===== src/rtl/udl_counter_pkg.sv =====
`default_nettype none
// ============================================================================
// Module  : udl_counter_pkg
// Purpose : Shared constants and event encoding for the limit counter family.
// Revision: 1.0
// ============================================================================
package udl_counter_pkg;

    localparam logic MODE_WRAP = 1'b0;
    localparam logic MODE_SAT  = 1'b1;

    localparam int DEFAULT_BITS = 8;
    localparam int DEFAULT_PW   = 4;

    typedef enum logic [1:0] {
        EV_NONE = 2'd0,
        EV_OVF  = 2'd1,
        EV_UNF  = 2'd2
    } udl_event_e;

endpackage
`default_nettype wire


===== src/rtl/udl_limit_counter_tick_prescaler.sv =====
`default_nettype none
// ============================================================================
// Module  : tick_prescaler
// Purpose : Enable-gated divider issuing one tick every div+1 enabled cycles.
// Revision: 1.0
// ============================================================================
module tick_prescaler
    import udl_counter_pkg::*;
#(
    parameter int PW = DEFAULT_PW
) (
    input  logic          clk,
    input  logic          reset,
    input  logic          enable,
    input  logic          clear,
    input  logic [PW-1:0] div,
    input  logic          inhibit,
    output logic          tick
);

    logic [PW-1:0] pres_q;
    logic [PW-1:0] pres_d;

    always_comb begin
        tick   = enable && !clear && !inhibit && (pres_q == div);
        pres_d = pres_q;
        if (clear) begin
            pres_d = '0;
        end else if (enable && !inhibit) begin
            // pres above div (div lowered mid-count) restarts without a tick
            if (pres_q >= div) begin
                pres_d = '0;
            end else begin
                pres_d = pres_q + {{(PW-1){1'b0}}, 1'b1};
            end
        end
    end

    always_ff @(posedge clk) begin
        if (reset) begin
            pres_q <= '0;
        end else begin
            pres_q <= pres_d;
        end
    end

endmodule
`default_nettype wire


===== src/rtl/udl_limit_counter.sv =====
`default_nettype none
// ============================================================================
// Module  : udl_limit_counter
// Purpose : Up/down/load counter with limits, step, wrap/saturate and flags.
// Revision: 1.0
// ============================================================================
module udl_limit_counter
    import udl_counter_pkg::*;
#(
    parameter int              BITS      = DEFAULT_BITS,
    parameter int              PW        = DEFAULT_PW,
    parameter logic [BITS-1:0] RESET_VAL = '0
) (
    input  logic            clk,
    input  logic            reset,
    input  logic            enable,
    input  logic            up,
    input  logic            load,
    input  logic [BITS-1:0] D,
    input  logic [BITS-1:0] step,
    input  logic [BITS-1:0] lim_lo,
    input  logic [BITS-1:0] lim_hi,
    input  logic            sat_mode,
    input  logic [PW-1:0]   div,
    input  logic            clr_flags,
    output logic [BITS-1:0] Q,
    output logic            tick,
    output logic            tc,
    output logic            ovf,
    output logic            unf,
    output logic            cfg_err
);

    logic [BITS-1:0] q_q, q_d;
    logic            tc_q, tc_d;
    logic            ovf_q, ovf_d;
    logic            unf_q, unf_d;

    logic [BITS:0]   sum;
    logic [BITS-1:0] above_lo;
    logic [BITS-1:0] d_clamped;
    logic            overrun;
    logic            underrun;

    assign cfg_err = (lim_lo > lim_hi);

    tick_prescaler #(
        .PW (PW)
    ) u_prescaler (
        .clk     (clk),
        .reset   (reset),
        .enable  (enable),
        .clear   (load),
        .div     (div),
        .inhibit (cfg_err),
        .tick    (tick)
    );

    // Extra carry bit keeps an overrun past 2^BITS-1 from aliasing into range
    assign sum       = {1'b0, q_q} + {1'b0, step};
    assign above_lo  = q_q - lim_lo;
    assign overrun   = (sum > {1'b0, lim_hi});
    assign underrun  = (q_q < lim_lo) || (above_lo < step);
    assign d_clamped = (D < lim_lo) ? lim_lo : ((D > lim_hi) ? lim_hi : D);

    always_comb begin
        q_d   = q_q;
        tc_d  = 1'b0;
        ovf_d = ovf_q && !clr_flags;
        unf_d = unf_q && !clr_flags;
        if (load) begin
            q_d = cfg_err ? D : d_clamped;
        end else if (tick) begin
            if (up) begin
                if (overrun) begin
                    q_d   = (sat_mode == MODE_SAT) ? lim_hi : lim_lo;
                    ovf_d = 1'b1;
                    tc_d  = 1'b1;
                end else begin
                    q_d = sum[BITS-1:0];
                end
            end else begin
                if (underrun) begin
                    q_d   = (sat_mode == MODE_SAT) ? lim_lo : lim_hi;
                    unf_d = 1'b1;
                    tc_d  = 1'b1;
                end else begin
                    q_d = q_q - step;
                end
            end
        end
    end

    always_ff @(posedge clk) begin
        if (reset) begin
            q_q   <= RESET_VAL;
            tc_q  <= 1'b0;
            ovf_q <= 1'b0;
            unf_q <= 1'b0;
        end else begin
            q_q   <= q_d;
            tc_q  <= tc_d;
            ovf_q <= ovf_d;
            unf_q <= unf_d;
        end
    end

    assign Q   = q_q;
    assign tc  = tc_q;
    assign ovf = ovf_q;
    assign unf = unf_q;

endmodule
`default_nettype wire

===== config.mk =====
export PLATFORM = sky130hd
export DESIGN_NAME = udl_limit_counter
export DESIGN_NICKNAME = d
export VERILOG_FILES = /design/src/rtl/udl_counter_pkg.sv /design/src/rtl/udl_limit_counter_tick_prescaler.sv /design/src/rtl/udl_limit_counter.sv
export SDC_FILE = /design/constraint.sdc
export NUM_CORES = 1
export LEC_CHECK = 0
export BUFFER_PORTS_ARGS = -buffer_cell sky130_fd_sc_hd__buf_2
export CORE_MARGIN = 2
export CORE_UTILIZATION = 30
export DETAILED_ROUTE_END_ITERATION = 16
export HOLD_SLACK_MARGIN = 0.08
export MAX_ROUTING_LAYER = met4
export SYNTH_ARGS = -nofsm -noshare
export SYNTH_HDL_FRONTEND = slang
export SYNTH_SLANG_ARGS = --single-unit

===== constraint.sdc =====
create_clock -name clk -period 3.3 [get_ports clk]
set_input_delay 0.33 -clock clk [delete_from_list [all_inputs] [get_ports clk]]
set_output_delay 0.33 -clock clk [all_outputs]
set_load 0.02 [all_outputs]

-- Word-level counts from Yosys, hierarchy flattened
Index checks and enable logic that the tools add are counted.
- bits in registers: 15
- input bits: 43
- output and inout port bits: 13
- logic and storage cells: 53
- add/subtract/negate cells: 4
- $lt $le $gt $ge: 7
- equal/unequal tests: 1
- multiplexer cells: 22
- bitwise operators: 1
- reduce and logical (&&, ||, !) cells: 13
- operator list (operator ; number):
    8-bit 2-to-1 mux ; 10
    8-bit < comparator ; 3
    8-bit greater-than comparator ; 2
    8-bit subtractor ; 2
    1-bit 2-to-1 mux ; 11
    8-bit by 8-bit adder with 9-bit output ; 1
    9-bit by 8-bit greater-than comparator with 1-bit output ; 1
    1-bit logical AND ; 6
    4-bit by 1-bit adder with 4-bit output (second input constant) ; 1
    4-bit equality test ; 1
    4-bit greater-or-equal comparator ; 1
    4-bit 2-to-1 mux ; 1
    1-bit zero test ; 3
    3-bit OR reduction ; 1
    2-bit nonzero test ; 1
    2-bit OR reduction ; 1
    1-bit logical OR ; 1
    1-bit inverter ; 1

-- Longest topological paths before layout
Gate-level depths: netlist of the first run.
- word-level depth: 7
- mapped depth: 18
- gate-level depth less buffers: 17

-- Modules after synthesis
From an unflattened synthesis of the first run, not the netlist that was laid out.
- cell total of the unflattened synthesis: 423
- area total of the unflattened synthesis: 3193.1 µm²
- modules (own cells, without submodules) (module ; times used ; cells each ; area each (µm²) ; seq. area each (µm²)):
    udl_limit_counter ; 1 ; 382 ; 2835.2 ; 220.2
    tick_prescaler ; 1 ; 41 ; 357.8 ; 80.1

-- Worst setup path after synthesis of the first run
OpenSTA, ideal clock, no wires.
- kind: register to register
- from: register q_q[2] (netlist: Q[2])
- to: register q_q[4] (netlist: Q[4])
- library setup time: 0.126 ns
- arrival: 3.528 ns
- required time: 3.174 ns
- setup slack: -0.354 ns
- stages on the path, launching flop included: 16
- buffers on the path: 2
- cell sequence: dfxtp_1 ha_1 buf_6 nand2b_4 a221oi_1 nor2_1 o21bai_1 xnor2_1 ha_1 or4_4 a2111oi_4 o22ai_2 buf_6 mux2_1 a22oi_1 nand3_1
- word-level cells in the longest chain between the ends: 7
- elaborated cells on any way between the ends: 12
- classes of those cells: add/sub (3); order compare (3); mux (5); reduce/logical (1)
- ends and longest elaborated chain (element ; line ; source):
    from (decl) ; udl_limit_counter.sv:34 ; logic [BITS-1:0] q_q, q_d;
    from (signal assigned) ; udl_limit_counter.sv:101 ; q_q <= q_d;
    8-bit subtractor ; udl_limit_counter.sv:61 ; assign above_lo = q_q - lim_lo;
    8-bit < comparator ; udl_limit_counter.sv:63 ; assign underrun = (q_q < lim_lo) || (above_lo < step);
    1-bit logical OR ; udl_limit_counter.sv:63 ;
    8-bit 2-to-1 mux ; udl_limit_counter.sv:83 ; if (underrun) begin
    8-bit 2-to-1 mux (*) ; udl_limit_counter.sv:74 ; if (up) begin
    8-bit 2-to-1 mux (*) ; udl_limit_counter.sv:73 ; end else if (tick) begin
    8-bit 2-to-1 mux (*) ; udl_limit_counter.sv:71 ; if (load) begin
Every way passes the cells marked *; elsewhere a longest branch is shown, timed or not. The select of a mux whose other input is x is not followed.
A chain may end at the register's enable or synchronous reset.

-- Final worst setup path of the first run
- from: register q_q[1] (netlist: Q[1])
- to: register q_q[4] (netlist: Q[4])
Same word-level chain as after synthesis.

==> flow_summary.yaml, run 1 <==
placed_design:
  gp_congestion: 0.930
  io_buffers: 55
  dp_worst_setup_slack_ns: -0.399
  place_inst: 687
  dpl.hpwl_um: 9310
power_and_ir_drop:
  peakVddDrop_mv: 0.133
  combPwrFrac_pct: 73.7
  p_seq_share_pct: 15.1
  p_clk_share_pct: 11.2
  leakagePower_nw: 2.14
  finalPower_mw: 1.41
  powerDensity_nw_per_um2: 314
  switching_share_pct: 44.1
  p_int_mw: 0.787
  switchingPower_mw: 0.620
synth:
  synthArstFlopShare_pct: 0
  synth-edff-count: 0
  seq_area_frac_synth_pct: 9.22
  synth_nets: 553
  ys_types: 57
  post-synth-top-count-cell: "ha_1"
  synthCells: 441
  synth_area_um2: 3260
  synth_seq_cells: 15
  synth_warnings: 0
  yosys-top-cells-area: "ha_1 25%, dfxtp_1 9.2%, o21ai_0 6.0%, nand2_1 4.8%, a21oi_1 4.8%"
  postSynthAreaPerCell_um2: 7.39
  synthTopCellsByCount: "66 x ha_1, 42 x nand2_1, 39 x o21ai_0"
  yosysTopAreaCellShare_pct: 25.3
  ys.flop_type: "dfxtp_1"
  yosysTopAreaCell: "ha_1"
outcome:
  status: "finished with violations"
  violations: "setup timing"
sta:
  rsz0062_at_grt: "yes"
  worstMarginPinSlew_ns: 0.768
  finalHoldViolCount: 0
  setup_viol: 8
  setup_ws_ns: -0.222
  drv_slew: 0
  maxSlewHeadroom_pct: 48.4
  fmax_ghz: 0.284
  skew_ns: 0.00447
  min_period_ns: 3.52
  post-route-period-util_pct: 107
global_route:
  grt-ovfl-total: 0
  grt_pass1_vias: 3635
  grt_max_degree: 32
  grt_use_total_pct: 19.3
  grt_pass1_wl_um: 17600
  antenna_found_initial: 0
setup_path:
  ff2ff_setup_slack_ns: -0.22
  worstPathRequired_ns: 3.43
  start_kind: "flop"
  rr_startpoint: "Q[1]"
  crit_fanout: 7
  r2r_cells: 14
  endpoint_kind: "flop"
  critPathKind: "reg -> reg"
  worstReg2RegEnd: "Q[4]"
  arrival_ns: 3.65
worst_hold_path:
  whs_endpoint: "tc"
  hold_class: "in -> reg"
  hp-start: "load"
  hold_depth: 2
floorplan:
  die_w_um: 108
  io_pins: 56
  rows: 38
  coreArea_um2: 10700
  die_y_um: 108
  die_area_um2: 11700
  start_util_pct: 30.5
run:
  cap_violations: 0
final_layout:
  drive_gt1_share_pct: 31.7
  antennaDiodeCount: 0
  final_util_pct: 41.8
  n_fill_cell: 1099
  areaGrowthSynthToFinish_pct: 37.4
  fin_cells: 701
  register_area_um2: 315
  nets: 674
  multiInputGateArea_um2: 2950
clock_network:
  cts_tree: "built"
  clock_sinks: 15
  cts_buffers: 3
  clk_pin_slew_ns: 0.07
  cts-root-buf: "clkbuf_8"
  cts.htree.levels: 1
  insertion_delay_ns: 0.25
  clockBufferDepth: 2
detailed_routing:
  avgViaCountPerCell: 5.29
  wl_per_cell_um: 15.9
  ant_nets: 0
  drcViolationCount: 0
  vias: 3711
  drtPass1Iterations: 5
  drt_iter0_drc: 173
  wl_um: 11100
==> kinds of logic (layout without fill, tap and decap cells) <==
| group | after synthesis | in the layout | synth area share [%] |
|---|---|---|---|
| AO/OA/AOI/OAI | 127 | 127 | 25.7 |
| AND/OR/NAND/NOR | 151 | 151 | 23.4 |
| flip-flops | 15 | 15 | 9.22 |
| adder cells (fa/ha/maj) | 69 | 69 | 27.2 |
| multiplexers | 11 | 11 | 3.61 |
| buffers and inverters | 51 | 171 | 6.34 |
| XOR/XNOR | 17 | 17 | 4.57 |
==> through the flow <==
stage / hold slack [ns] / area (um^2) / setup TNS, ns
finish: 0.335 / 4480 / -1.37
global route: 0.349 / 4480 / -2.49
CTS: 0.324 / 4350 / -1.67
detailed placement: 0.479 / 4170 / -2.72
global placement: 0.468 / 4170 / -1.96
floorplan: 0.402 / 3310 / -0.0221
==> registers in the layout (all words and copies together), names as in the netlist <==
name	count
Q	8
u_prescaler.pres_q	4
ovf	1
tc	1
unf	1
==> routing by layer <==
| metal | vias up | global-route usage, % | wire [um] |
|---|---|---|---|
| li1 | 1856 | - | - |
| met1 | 1732 | 26.0 | 5180 |
| met2 | 105 | 31.5 | 5240 |
| met3 | 18 | 1.39 | 511 |
| met4 | 0 | 5.04 | 193 |
| met5 | - | - | 0 |
==> worst max path at each step <==
stage	end	start	slack (ns)
3_5_place_dp	Q[3]	step[1]	-0.40
3_3_place_gp	Q[3]	step[1]	-0.30
6_report	Q[4]	Q[1]	-0.22
2_1_floorplan	Q[4]	step[2]	-0.02
4_1_cts	Q[0]	Q[1]	-0.23
5_1_grt	Q[1]	Q[1]	-0.33
==> power by group through the flow <==
stage | Combinational (mW) | Clock (mW) | Sequential [mW]
after floorplan | 0.555 | 0 | 0.225
after global placement | 0.880 | 0 | 0.213
after detailed placement | 0.895 | 0 | 0.214
final | 1.04 | 0.158 | 0.212
after CTS | 0.964 | 0.162 | 0.212
after global routing | 1.14 | 0.169 | 0.214
==> cell type report <==
cell class                      instances  share of cell area (%)
Inverter                               37                    3.10
Sequential cell                        15                    7.05
Tap cell                              140                    3.91
Timing Repair Buffer                  130                    19.1
Multi-Input combinational cell        375                    65.8
Clock buffer                            3                   0.923
Clock inverter                          1                   0.112
==> cells in the final DEF, fill, tap and decap left out, types with 4 or more instances in the layout <==
| master | netlist | final |
|---|---|---|
| a21oi_1 | 31 | 29 |
| dfxtp_1 | 15 | 9 |
| buf_2 | 0 | 55 |
| ha_1 | 66 | 59 |
| nand4_1 | 5 | 5 |
| inv_1 | 36 | 36 |
| o21a_1 | 5 | 5 |
| o21ai_0 | 39 | 36 |
| nand2_1 | 42 | 42 |
| nor3b_1 | 5 | 5 |
| mux2i_1 | 5 | 4 |
| buf_6 | 2 | 4 |
| xor2_1 | 8 | 8 |
| mux2_2 | 5 | 4 |
| nor2b_1 | 12 | 11 |
| xnor2_1 | 9 | 9 |
| a31oi_1 | 4 | 4 |
| nand3_1 | 15 | 14 |
| ha_4 | 0 | 5 |
| nor3_1 | 14 | 13 |
| o211ai_1 | 12 | 12 |
| buf_4 | 0 | 71 |
| nor2_1 | 32 | 32 |
| or3_1 | 7 | 7 |
| o21bai_1 | 4 | 4 |
==> what timing repair did <==
action / in CTS / in global routing
pin swaps: 13 / 22
resized for setup: 20 / 15
buffers inserted: 4 / 6
hold buffers: 0 / 0
setup endpoints to repair: 9 / 11
hold endpoints to repair: 0 / 0
==> critical path: stages, from the launching register on <==
cell,delay [ns]
dfxtp_4,0.37
ha_4,0.24
nand2b_4,0.14
a221oi_2,0.21
buf_4,0.16
o211ai_1,0.15
xnor2_1,0.21
ha_2,0.21
or4_4,0.54
a2111oi_4,0.27
o22ai_4,0.18
buf_4,0.18
mux2_4,0.29
a22oi_2,0.16
nand3_1,0.09
(Power assumes the default switching activity.)
==> inputs of run 2 (changes only) <==
==> constraint.sdc (replaced) <==
create_clock -name clk -period 2.98 [get_ports clk]
set_input_delay 0.298 -clock clk [delete_from_list [all_inputs] [get_ports clk]]
set_output_delay 0.298 -clock clk [all_outputs]
set_load 0.02 [all_outputs]
==> run 2 against run 1 <==
The flow still finishes with violations (setup timing); sequential share of layout area decreased by 0.12 points; largest cell class unchanged; critical path depth increased by 2; clock-buffer cell count unchanged; clock power increased by 10%; global-route usage increased by 0.29 points; die area unchanged; maximum frequency increased by 1.1%; design area increased by 2.5%; sequential cell count unchanged; hold slack got worse by 0.030 ns; via count increased by 0.35%.
==> flow_summary.yaml, run 2 (synthesis gave the netlist of run 1 again) <==
final_layout:
  antennaDiodeCount: 0
  final_common_cell: "buf_4"
  drive_gt1_share_pct: 34.2
  final_cell_mix: "79 x buf_4, 58 x ha_1, 55 x buf_2"
  areaGrowthSynthToFinish_pct: 40.8
  largest_reg_flops: 8
  n_fill_cell: 1128
  nets: 681
sta:
  min_period_ns: 3.48
  setup_tns_ns: -4.28
  fmax_ghz: 0.287
  worstMarginPinSlew_ns: 0.587
  setup_viol: 11
  setup_ws_ns: -0.503
  rsz0062_at_grt: "yes"
  post-route-period-util_pct: 117
  skew_ns: 0.000759
  maxSlewHeadroom_pct: 60.8
  drv_slew: 0
  finalHoldViolCount: 0
floorplan:
  start_util_pct: 30.5
  die_y_um: 108
  coreArea_um2: 10700
  die_w_um: 108
  io_pins: 56
  rows: 38
  die_area_um2: 11700
outcome:
  violations: "setup timing"
  status: "finished with violations"
placed_design:
  io_buffers: 55
  dpl.hpwl_um: 9510
  dp_worst_setup_slack_ns: -0.559
  gp_congestion: 0.905
clock_network:
  ctsHoldBuffers: 0
  cts_buffers: 3
  clock_sinks: 15
  clockBufferDepth: 2
  cts_tree: "built"
  cts.htree.levels: 1
  insertion_delay_ns: 0.25
  cts-root-buf: "clkbuf_8"
  clk_pin_slew_ns: 0.07
power_and_ir_drop:
  powerDensity_nw_per_um2: 347
  switchingPower_mw: 0.700
  switching_share_pct: 44.0
  p_int_mw: 0.890
  p_seq_share_pct: 14.8
  combPwrFrac_pct: 74.2
  leakagePower_nw: 2.20
  peakVddDrop_mv: 0.136
  p_clk_share_pct: 10.9
detailed_routing:
  drtPass1Iterations: 7
  ant_nets: 0
  avgViaCountPerCell: 5.26
  drt_iter0_drc: 180
  vias: 3724
  wl_um: 11200
  drcViolationCount: 0
  wl_per_cell_um: 15.8
global_route:
  antenna_found_initial: 0
  grt-ovfl-total: 0
  grt_max_degree: 32
  grt_pass1_wl_um: 17800
  grt_pass1_vias: 3684
  grt_use_total_pct: 19.6
setup_path:
  critPathKind: "reg -> reg"
  endpoint_kind: "flop"
  start_kind: "flop"
  crit_fanout: 5
  arrival_ns: 3.61
  worstPathRequired_ns: 3.11
run:
  cap_violations: 0
worst_hold_path:
  hold_class: "in -> reg"
## run 2: cell types whose count changed in the layout (fill, tap and decap cells not counted), moves of 2 or more
cell     previous run  this run
buf_4              71        79
o21ai_2             0         3
xnor2_2             0         2
xnor2_1             9         7
ha_4                5         7
inv_1              36        34
o21ai_1             3         1
inv_2               0         2
## run 2: final timing paths
path | start | cells past startpoint | slack, ns | to
min reg2reg | u_prescaler.pres_q[3] | 2 | 0.51 | u_prescaler.pres_q[3]
max | Q[0] | 16 | -0.50 | Q[4]
max reg2reg | Q[0] | 16 | -0.50 | Q[4]
min | load | 2 | 0.30 | tc
## run 2: area by class of cell
| type | instances | area (um^2) | area share (%) |
|---|---|---|---|
| Timing Repair Buffer | 137 | 902 | 19.7 |
| Clock buffer | 3 | 41.3 | 0.900 |
| Multi-Input combinational cell | 375 | 3010 | 65.6 |
| Clock inverter | 1 | 5.00 | 0.109 |
| Inverter | 37 | 139 | 3.03 |
| Sequential cell | 15 | 318 | 6.93 |
| Tap cell | 140 | 175 | 3.82 |
## run 2: metrics by stage
step	hold WS [ns]	power (mW)	util [%]	std cells	instance area [um^2]
after floorplan	0.370	0.893	-	441	3400
after global placement	0.468	1.27	40.6	700	4340
after detailed placement	0.479	1.30	40.6	700	4340
after CTS	0.293	1.54	42.2	707	4510
after global routing	0.301	1.72	42.9	708	4590
final	0.304	1.59	42.9	708	4590
## run 2: repair_timing
item	in CTS	in global routing
setup endpoints to repair	11	11
resized for setup	18	13
setup buffers	3	3
pin swaps	18	20
## run 2: layer usage
metal	track usage, %	up-vias	routed length (um)
met4	2.56	0	64
met3	0.844	4	388
met2	33.9	99	5380
met5	-	-	0
met1	26.2	1749	5370
li1	-	1872	-
## run 2: critical path, cell delays in order (launching register included)
cell	delay [ns]
dfxtp_4	0.35
buf_6	0.09
ha_4	0.13
fa_2	0.22
nand2b_4	0.07
a221oi_4	0.28
nor2_1	0.09
o21bai_1	0.23
xnor2_2	0.15
ha_4	0.18
or4_4	0.42
a2111oi_4	0.27
o22ai_4	0.16
buf_6	0.16
mux2_4	0.29
a22oi_2	0.16
nand3_1	0.09
## run 2: power groups by stage
stage                     sequential, mW  clock (mW)  combinational [mW]
after floorplan                    0.252           0               0.642
after global placement             0.240           0                1.03
after detailed placement           0.240           0                1.06
after CTS                          0.236       0.181                1.13
after global routing               0.238       0.187                1.29
final                              0.236       0.174                1.18
